[src/rtl/param_bubble_sorter_if.sv]
// Handshake and data bundle for param_bubble_sorter.
// The master side drives commands and load data; the slave side returns status and sorted data.
interface param_bubble_sorter_if #(
  parameter int DATA_W = 4
) ();
  logic              load;
  logic              sort;
  logic              send;
  logic              descend;
  logic [DATA_W-1:0] data_in;
  logic              ready;
  logic              busy;
  logic              waiting;
  logic [DATA_W-1:0] data_out;
  logic              data_out_valid;

  modport master (
    output load, sort, send, descend, data_in,
    input  ready, busy, waiting, data_out, data_out_valid
  );

  modport slave (
    input  load, sort, send, descend, data_in,
    output ready, busy, waiting, data_out, data_out_valid
  );
endinterface

[src/rtl/param_bubble_sorter.sv]
// Load/sort/send engine: loads DEPTH words, bubble-sorts them in place (one compare per cycle), streams them out.
// Optional build macro SORT_EARLY_EXIT_EN ends the sort after the first pass that makes no swap.
module param_bubble_sorter #(
  parameter int DATA_W = 4,
  parameter int DEPTH  = 8,
  parameter int IDX_W  = $clog2(DEPTH) + 1
) (
  input logic                   clk,
  input logic                   rst,
  param_bubble_sorter_if.slave  bus
);

  localparam int AW = (DEPTH > 1) ? $clog2(DEPTH) : 1;
  localparam logic [IDX_W-1:0] IDX_ZERO  = IDX_W'(0);
  localparam logic [IDX_W-1:0] IDX_ONE   = IDX_W'(1);
  localparam logic [IDX_W-1:0] IDX_LAST  = IDX_W'(DEPTH - 1);
  localparam logic [IDX_W-1:0] PASS_LAST = IDX_W'(DEPTH - 2);

  typedef enum logic [2:0] {
    S_IDLE = 3'd0,
    S_LOAD = 3'd1,
    S_SORT = 3'd2,
    S_WAIT = 3'd3,
    S_SEND = 3'd4
  } state_e;

  state_e            state_q, state_d;
  logic [DATA_W-1:0] arr_q [DEPTH];
  logic [DATA_W-1:0] arr_d [DEPTH];
  logic [IDX_W-1:0]  idx_q, idx_d;
  logic [IDX_W-1:0]  pass_q, pass_d;
  logic              desc_q, desc_d;
  logic [DATA_W-1:0] dout_q, dout_d;
  logic              valid_q, valid_d;
  logic              ready_q, ready_d;
  logic              busy_q, busy_d;
  logic              waiting_q, waiting_d;

  logic [IDX_W-1:0]  idx_nxt_s;
  logic [DATA_W-1:0] cur_s, nxt_s;
  logic              do_swap_s, pass_end_s, sort_done_s;

`ifdef SORT_EARLY_EXIT_EN
  logic swapped_q, swapped_d;
`endif

  assign idx_nxt_s  = idx_q + IDX_ONE;
  assign cur_s      = arr_q[idx_q[AW-1:0]];
  assign nxt_s      = arr_q[idx_nxt_s[AW-1:0]];
  // Unsigned compare; equal neighbours never swap, in either order.
  assign do_swap_s  = desc_q ? (cur_s < nxt_s) : (cur_s > nxt_s);
  assign pass_end_s = (idx_q == (PASS_LAST - pass_q));

`ifdef SORT_EARLY_EXIT_EN
  assign sort_done_s = (pass_q == PASS_LAST) || !(swapped_q || do_swap_s);
`else
  assign sort_done_s = (pass_q == PASS_LAST);
`endif

  // Next-state, array and output computation.
  always_comb begin
    state_d = state_q;
    arr_d   = arr_q;
    idx_d   = idx_q;
    pass_d  = pass_q;
    desc_d  = desc_q;
    dout_d  = dout_q;
    valid_d = 1'b0;
`ifdef SORT_EARLY_EXIT_EN
    swapped_d = swapped_q;
`endif
    case (state_q)
      S_IDLE: begin
        if (bus.load) begin
          arr_d[0] = bus.data_in;
          idx_d    = IDX_ONE;
          state_d  = S_LOAD;
        end else if (bus.sort) begin
          desc_d  = bus.descend;
          idx_d   = IDX_ZERO;
          pass_d  = IDX_ZERO;
`ifdef SORT_EARLY_EXIT_EN
          swapped_d = 1'b0;
`endif
          state_d = S_SORT;
        end else if (bus.send) begin
          // The first word is presented as SEND is entered so valid spans exactly the SEND cycles.
          dout_d  = arr_q[0];
          valid_d = 1'b1;
          idx_d   = IDX_ZERO;
          state_d = S_SEND;
        end else begin
          state_d = S_IDLE;
        end
      end
      S_LOAD: begin
        arr_d[idx_q[AW-1:0]] = bus.data_in;
        if (idx_q == IDX_LAST) begin
          idx_d   = IDX_ZERO;
          state_d = S_IDLE;
        end else begin
          idx_d   = idx_nxt_s;
          state_d = S_LOAD;
        end
      end
      S_SORT: begin
        if (do_swap_s) begin
          arr_d[idx_q[AW-1:0]]     = nxt_s;
          arr_d[idx_nxt_s[AW-1:0]] = cur_s;
        end else begin
          arr_d = arr_q;
        end
`ifdef SORT_EARLY_EXIT_EN
        swapped_d = pass_end_s ? 1'b0 : (swapped_q || do_swap_s);
`endif
        if (pass_end_s) begin
          idx_d = IDX_ZERO;
          if (sort_done_s) begin
            state_d = S_WAIT;
          end else begin
            pass_d  = pass_q + IDX_ONE;
            state_d = S_SORT;
          end
        end else begin
          idx_d   = idx_nxt_s;
          state_d = S_SORT;
        end
      end
      S_WAIT: begin
        if (bus.send) begin
          dout_d  = arr_q[0];
          valid_d = 1'b1;
          idx_d   = IDX_ZERO;
          state_d = S_SEND;
        end else begin
          state_d = S_WAIT;
        end
      end
      S_SEND: begin
        if (idx_q == IDX_LAST) begin
          valid_d = 1'b0;
          idx_d   = IDX_ZERO;
          state_d = S_IDLE;
        end else begin
          dout_d  = arr_q[idx_nxt_s[AW-1:0]];
          valid_d = 1'b1;
          idx_d   = idx_nxt_s;
          state_d = S_SEND;
        end
      end
      default: begin
        state_d = S_IDLE;
      end
    endcase
    ready_d   = (state_d == S_IDLE);
    busy_d    = (state_d == S_SORT);
    waiting_d = (state_d == S_WAIT);
  end

  // State, array, counters and registered outputs with synchronous active-low reset.
  always_ff @(posedge clk) begin
    if (!rst) begin
      state_q   <= S_IDLE;
      for (int i = 0; i < DEPTH; i++) begin
        arr_q[i] <= {DATA_W{1'b0}};
      end
      idx_q     <= IDX_ZERO;
      pass_q    <= IDX_ZERO;
      desc_q    <= 1'b0;
      dout_q    <= {DATA_W{1'b0}};
      valid_q   <= 1'b0;
      ready_q   <= 1'b1;
      busy_q    <= 1'b0;
      waiting_q <= 1'b0;
`ifdef SORT_EARLY_EXIT_EN
      swapped_q <= 1'b0;
`endif
    end else begin
      state_q   <= state_d;
      arr_q     <= arr_d;
      idx_q     <= idx_d;
      pass_q    <= pass_d;
      desc_q    <= desc_d;
      dout_q    <= dout_d;
      valid_q   <= valid_d;
      ready_q   <= ready_d;
      busy_q    <= busy_d;
      waiting_q <= waiting_d;
`ifdef SORT_EARLY_EXIT_EN
      swapped_q <= swapped_d;
`endif
    end
  end

  assign bus.ready          = ready_q;
  assign bus.busy           = busy_q;
  assign bus.waiting        = waiting_q;
  assign bus.data_out       = dout_q;
  assign bus.data_out_valid = valid_q;

endmodule

[src/flat_wrapper.sv]
// flat-port wrapper written by rule: the top's interface ports become plain ports
module param_bubble_sorter_flat 
#(
  parameter int DATA_W = 4,
  parameter int DEPTH  = 8,
  parameter int IDX_W  = $clog2(DEPTH) + 1
)
  (clk, rst, bus_load, bus_sort, bus_send, bus_descend, bus_data_in, bus_ready, bus_busy, bus_waiting, bus_data_out, bus_data_out_valid);
  param_bubble_sorter_if #(.DATA_W(DATA_W)) bus_i ();
  input logic clk;
  input logic rst;
  input wire logic [$bits(bus_i.load)-1:0] bus_load;
  input wire logic [$bits(bus_i.sort)-1:0] bus_sort;
  input wire logic [$bits(bus_i.send)-1:0] bus_send;
  input wire logic [$bits(bus_i.descend)-1:0] bus_descend;
  input wire logic [$bits(bus_i.data_in)-1:0] bus_data_in;
  output wire logic [$bits(bus_i.ready)-1:0] bus_ready;
  output wire logic [$bits(bus_i.busy)-1:0] bus_busy;
  output wire logic [$bits(bus_i.waiting)-1:0] bus_waiting;
  output wire logic [$bits(bus_i.data_out)-1:0] bus_data_out;
  output wire logic [$bits(bus_i.data_out_valid)-1:0] bus_data_out_valid;
  assign bus_i.load = bus_load;
  assign bus_i.sort = bus_sort;
  assign bus_i.send = bus_send;
  assign bus_i.descend = bus_descend;
  assign bus_i.data_in = bus_data_in;
  assign bus_ready = bus_i.ready;
  assign bus_busy = bus_i.busy;
  assign bus_waiting = bus_i.waiting;
  assign bus_data_out = bus_i.data_out;
  assign bus_data_out_valid = bus_i.data_out_valid;
  param_bubble_sorter #(.DATA_W(DATA_W), .DEPTH(DEPTH), .IDX_W(IDX_W)) u_core (.clk(clk), .rst(rst), .bus(bus_i));
endmodule
[config.mk]
export PLATFORM = sky130hd
export DESIGN_NAME = param_bubble_sorter_flat
export DESIGN_NICKNAME = d
export VERILOG_FILES = /design/src/rtl/param_bubble_sorter_if.sv /design/src/rtl/param_bubble_sorter.sv /design/src/flat_wrapper.sv
export SDC_FILE = /design/constraint.sdc
export NUM_CORES = 1
export LEC_CHECK = 0
export ABC_AREA = 1
export CORE_AREA = 5 5 88 131
export DETAILED_ROUTE_END_ITERATION = 12
export DIE_AREA = 0 0 93 136
export GPL_ROUTABILITY_DRIVEN = 0
export PLACE_DENSITY_LB_ADDON = 0.2
export SYNTH_ARGS = -nofsm -noshare
export SYNTH_HDL_FRONTEND = slang
export SYNTH_SLANG_ARGS = --single-unit
[constraint.sdc]
create_clock -name clk -period 4 [get_ports clk]
set_input_delay 0.6 -clock clk [delete_from_list [all_inputs] [get_ports clk]]
set_output_delay 0.6 -clock clk [all_outputs]
set_load 0.01 [all_outputs]
# After elaboration in Yosys (flattened, before gate mapping)

Cells that the tools add are included.

Bits in registers: 52
Bits in latches: 0
RAM bits: 0
Memory bits (read-only): 0
Input bits: 10
Output and inout bits: 8
Word-level logic and storage cells: 109
Memories kept: 0

$add $sub $neg: 3
Multiply operators: 0
Div/mod/pow operators: 0
Order comparisons: 6
Eq/ne operators: 17
Shift-type cells: 0
Multiplexer cells: 48
Bitwise gates (word level): 3
Reductions and logical operators: 15

Operator list:

| kind                                                                          | number |
|---|---|
| 32-bit bitwise mux                                                            | 3 |
| 4-bit 2-to-1 mux                                                              | 20 |
| 28-bit one-hot mux with 2 select lines                                        | 1 |
| 32-bit 2-to-1 mux                                                             | 1 |
| 4-bit binary-select mux with 3-bit select                                     | 2 |
| 4-bit demux with 3-bit select                                                 | 2 |
| 4-bit one-hot mux with 3 select lines                                         | 2 |
| 4-bit one-hot mux with 4 select lines                                         | 1 |
| 3-bit 2-to-1 mux                                                              | 5 |
| 3-bit one-hot mux with 5 select lines                                         | 1 |
| 3-bit by 2-bit equality test with 1-bit output (second input constant)        | 4 |
| 2-bit inequality test (second input constant)                                 | 6 |
| 4-bit by 1-bit adder with 4-bit output (second input constant)                | 2 |
| 4-bit by 3-bit equality test with 1-bit output (second input constant)        | 2 |
| 4-bit >= comparator (second input constant)                                   | 2 |
| 4-bit by 1-bit less-than comparator with 1-bit output (second input constant) | 2 |
| 1-bit 2-to-1 mux                                                              | 8 |
| 3-bit NOT with 4-bit output                                                   | 2 |
| 4-bit one-hot mux with 2 select lines                                         | 1 |
| 3-bit logical NOT                                                             | 2 |
| 3-bit AND reduction                                                           | 2 |
| 3-bit nonzero test                                                            | 2 |
| 5-bit AND reduction                                                           | 1 |
| 4-bit equality test                                                           | 1 |
| 14 further kinds                                                              | 17 |

# Logic depth before layout (Yosys ltp)

Depth after elaboration: 9
Gate-level depth with buffers: 24
Gate-level depth less buffers: 21

# Worst setup path before layout

Ideal clock, no wire load.

Path kind: register -> register
From: reg u_core.idx_q[1]
To: reg u_core.arr_q[22] (netlist name)
Library setup time: 0.112 ns
Arrival time: 2.518 ns
Required time: 3.888 ns
Setup slack: 1.370 ns
Cell stages (with the launch flop): 21
Buffers on the path: 2
Period minus slack after synthesis: 2.630 ns
Path through: dfxtp_1 > ha_1 > inv_1 > buf_2 > nand2_1 > nand2_1 > nand2_1 > nand2_2 > inv_1 > ha_1 > nand2_1 > inv_1 > nand2_1 > nand2_1 > nand2_1 > nand3_1 > nand2_1 > buf_6 > nand2_2 > nor2_1 > nor2_1

Word-level cells in the longest chain between the ends: 9
Elaborated cells between the ends (all ways): 29
Those cells by class: add/sub: 1; order compare: 6; eq/ne: 1; mux: 16; bitwise: 2; reduce/logical: 3

Ends and longest elaborated chain:

| what                                                                                                   | RTL line                                              | source |
|---|---|---|
| start: declaration                                                                                     | param_bubble_sorter.sv:30                             | `logic [IDX_W-1:0] idx_q, idx_d;` |
| start signal: assignment                                                                               | param_bubble_sorter.sv:181                            | `idx_q <= idx_d;` |
| 4-bit by 1-bit adder with 4-bit output / 3-bit NOT with 4-bit output (equally long branches)           | --                                                    |  |
| 3-bit NOT with 4-bit output (implied by the code), or another cell as far along                        | param_bubble_sorter.sv:49, param_bubble_sorter.sv:109 |  |
| 4-bit binary-select mux with 3-bit select, or another cell as far along                                | param_bubble_sorter.sv:49                             | `assign nxt_s = arr_q[idx_nxt_s[AW-1:0]];` |
| 4-bit 2-to-1 mux (implied by the code), or another cell as far along (2 in series)                     | param_bubble_sorter.sv:49                             |  |
| 4-bit greater-than comparator, or another cell as far along                                            | param_bubble_sorter.sv:51                             | `assign do_swap_s = desc_q ? (cur_s < nxt_s) : (cur_s > nxt_s);` |
| 1-bit 2-to-1 mux / 32-bit bitwise mux (equally long branches)                                          | param_bubble_sorter.sv:51, param_bubble_sorter.sv:109 |  |
| 2-bit by 1-bit inequality test with 1-bit output (no line) / 32-bit 2-to-1 mux (equally long branches) | --                                                    |  |
| 2-bit AND reduction (no line) / 28-bit one-hot mux with 2 select lines (equally long branches)         | --                                                    |  |
| end signal: indexed assignment                                                                         | param_bubble_sorter.sv:165                            | `arr_q[i] <= {DATA_W{1'b0}};` |
| end signal: assignment                                                                                 | param_bubble_sorter.sv:180                            | `arr_q <= arr_d;` |
| end: declaration                                                                                       | param_bubble_sorter.sv:28                             | `logic [DATA_W-1:0] arr_q [DEPTH];` |

Several ways; a longest one is shown, not always the timed one. The select of a mux whose other input is x is not followed.
A chain may end at the register's enable or synchronous reset.

# Final worst setup path

From: reg u_core.idx_q[0]
To: reg u_core.arr_q[21] (netlist name)

Same word-level chain as after synthesis.

==> qor.csv <==
metric;value;unit
status;finished, final reports clean;
slew_viol_final;0;
antenna_found_initial;0;
cts_hold_buf;0;
ir_drop;0.2696;mV
synth-edff-count;0;
clkLatencyLatePin;0.30;ns
min_period_over_period;83.17;%
port_buffers;17;
synth-async-reset-ratio;0;%
cts_resized;0;
grt_usage;22.75;%
path_class;reg -> reg;
rows;46;
slew_headroom;49.50;%
grt_overflow_total;0;
die_h;136;um
dieArea;0.01265;mm^2
ant_nets;0;
cts.clk_slew.worst_paths;0.07;ns
ys_top_cells_by_count;nand2_1, nor2_1, inv_1, nand3_1, dfxtp_1;
met2_length;7.193;mm
num_vias;4990;
htreeDepth;2;
synth_nets;824;
utilization;47.10;%
wirelength;13.89;mm
worst_pin_slew;0.7565;ns
fp.dieW;93;um
netlist_instances;806;
grt_max_degree;41;
finalCriticalPeriod;3.327;ns
post_cts_buffers;0;
fin_area;0.004880;mm^2
synth_top_area_share;26.85;%
synth.most_common_cell;nand2_1;
cts_buffers;5;
end_kind;flop;
drive_above_1_share;9.348;%
hold_viol;0;
drc;0;
cts_max_path_buffers;2;
maxCapViolCount;0;
nets;830;
io_pins;18;
dp_slack;0.6976;ns
antenna_cells;0;
ys_seq_area_share;22.98;%
cts_tree;built;
place_area;0.004733;mm^2
finalClockSkew;0.007663;ns
route.top_layer_used;met4;
synth_top_area_cell;nand2_1;
crit_fanout;30;
required;4.19;ns
setup_viol_count_final;0;
fin_tns_setup;0;ns
powerDensity;359.1;mW/mm^2
timing.final.ws_setup;0.6732;ns
netlist_area;0.004529;mm^2
syn_area_per_cell;5.620;um^2
dp_hpwl;10.51;mm
start_util;43.72;%
max_freq;0.3006;GHz
ys_ff_latch;52;
synth.distinct_cells;35;
avgViaCountPerCell;5.348;
synth_warnings;0;
dr_wl_met3;846;um
power.leakage;2.488;nW
min_path_type;reg -> reg;
netlist_top_cells_area;nand2_1, dfxtp_1, nand3_1;
cts-root-buf;clkbuf_16;
syn_to_final_growth;7.735;%
cp-start-kind;flop;
synth_ff_type;dfxtp_1;
dr.pass1.iters;7;
core;0.01036;mm^2
grt_pass1_wl;22.73;mm
wl_per_cell;14.89;um
drt-met1-wl;5.106;mm
crit_arrival;3.52;ns
first_global_vias;4588;
clock_sinks;52;
grt_setup_unrepaired;no;
drt_first_iter_violations;484;
[cell type report]
type / instances / area, um^2
Clock buffer: 8 / 146.4
Fill cell: 1153 / 5480
Inverter: 104 / 390.4
Multi-Input combinational cell: 624 / 2920
Sequential cell: 52 / 1042
Tap cell: 120 / 150.1
Timing Repair Buffer: 25 / 230.2
[per-stage QoR]
stage | cells | power (W) | hold WS [ns]
2_1_floorplan | 806 | 0.001135 | 0.4435
3_3_place_gp | 925 | 0.001294 | 0.5121
3_5_place_dp | 925 | 0.001305 | 0.5240
4_1_cts | 933 | 0.001758 | 0.5342
5_1_grt | 933 | 0.001876 | 0.5696
6_report | 933 | 0.001752 | 0.5277
[registers in the layout (all words and copies together) (netlist names)]
name and flops:
u_core.arr_q 32, u_core.bus.data_out 4, u_core.idx_q 4, u_core.pass_q 4, u_core.state_q 3, u_core.bus.busy 1
u_core.bus.data_out_valid 1, u_core.bus.ready 1, u_core.bus.waiting 1, u_core.desc_q 1
[critical path, cell delays in order (launching register included)]
cell and delay (ns):
dfxtp_2 0.34, buf_4 0.30, ha_1 0.30, inv_1 0.28, nand2_1 0.09, nand2_1 0.06
nand2_1 0.05, nand2_2 0.22, inv_1 0.08, ha_1 0.28, nand2_1 0.07, inv_1 0.04
nand2_1 0.08, nand2_1 0.05, nand2_1 0.07, nand3_1 0.07, nand2_1 0.09, buf_4 0.37
nand3_1 0.13, nor2_1 0.16, nor2_1 0.05
[power breakdown]
group / internal [W] / switching, W / total, W
clock network: 0.000251 / 0.000197 / 0.000447
registers: 0.000559 / 0.0000436 / 0.000602
logic: 0.000205 / 0.000498 / 0.000703
total: 0.00101 / 0.000738 / 0.00175
[cells by family after synthesis]
logic type	Yosys count	synth area share, %
adder cells (fa/ha/maj)	8	2.210
AO/OA/AOI/OAI	61	7.376
AND/OR/NAND/NOR	550	53.51
flip-flops	52	22.98
buffers and inverters	130	12.54
XOR/XNOR	5	1.381
[worst paths after layout]
| path | slack (ns) | start | depth (start not counted) | to |
|---|---|---|---|---|
| worst max-delay path | 0.67 | u_core.idx_q[0] | 20 | u_core.arr_q[21] |
| worst min-delay path | 0.53 | u_core.pass_q[3] | 2 | u_core.pass_q[3] |
| worst max register to register | 0.67 | u_core.idx_q[0] | 20 | u_core.arr_q[21] |
| worst min register to register | 0.53 | u_core.pass_q[3] | 2 | u_core.pass_q[3] |
[layer usage]
metal,track usage (%),vias up
met5,0,-
met4,12.39,0
met3,3.045,55
met2,41.24,197
met1,25.33,2232
li1,-,2506
[layout by cell type, fill, tap and decap left out, drive strengths merged]
cell           instances
a211oi                 1
a21oi                 26
a31o                   1
a31oi                  6
buf                    8
clkbuf                 8
clkdlybuf4s50         17
dfxtp                 52
ha                     8
inv                  104
nand2                347
nand3                 78
nand3b                 1
nand4                  5
nor2                 108
nor3                  10
nor4                   1
o211ai                 1
o21ai                 23
o21bai                 3
xnor2                  4
xor2                   1
Power figures use the tool's default switching activity.
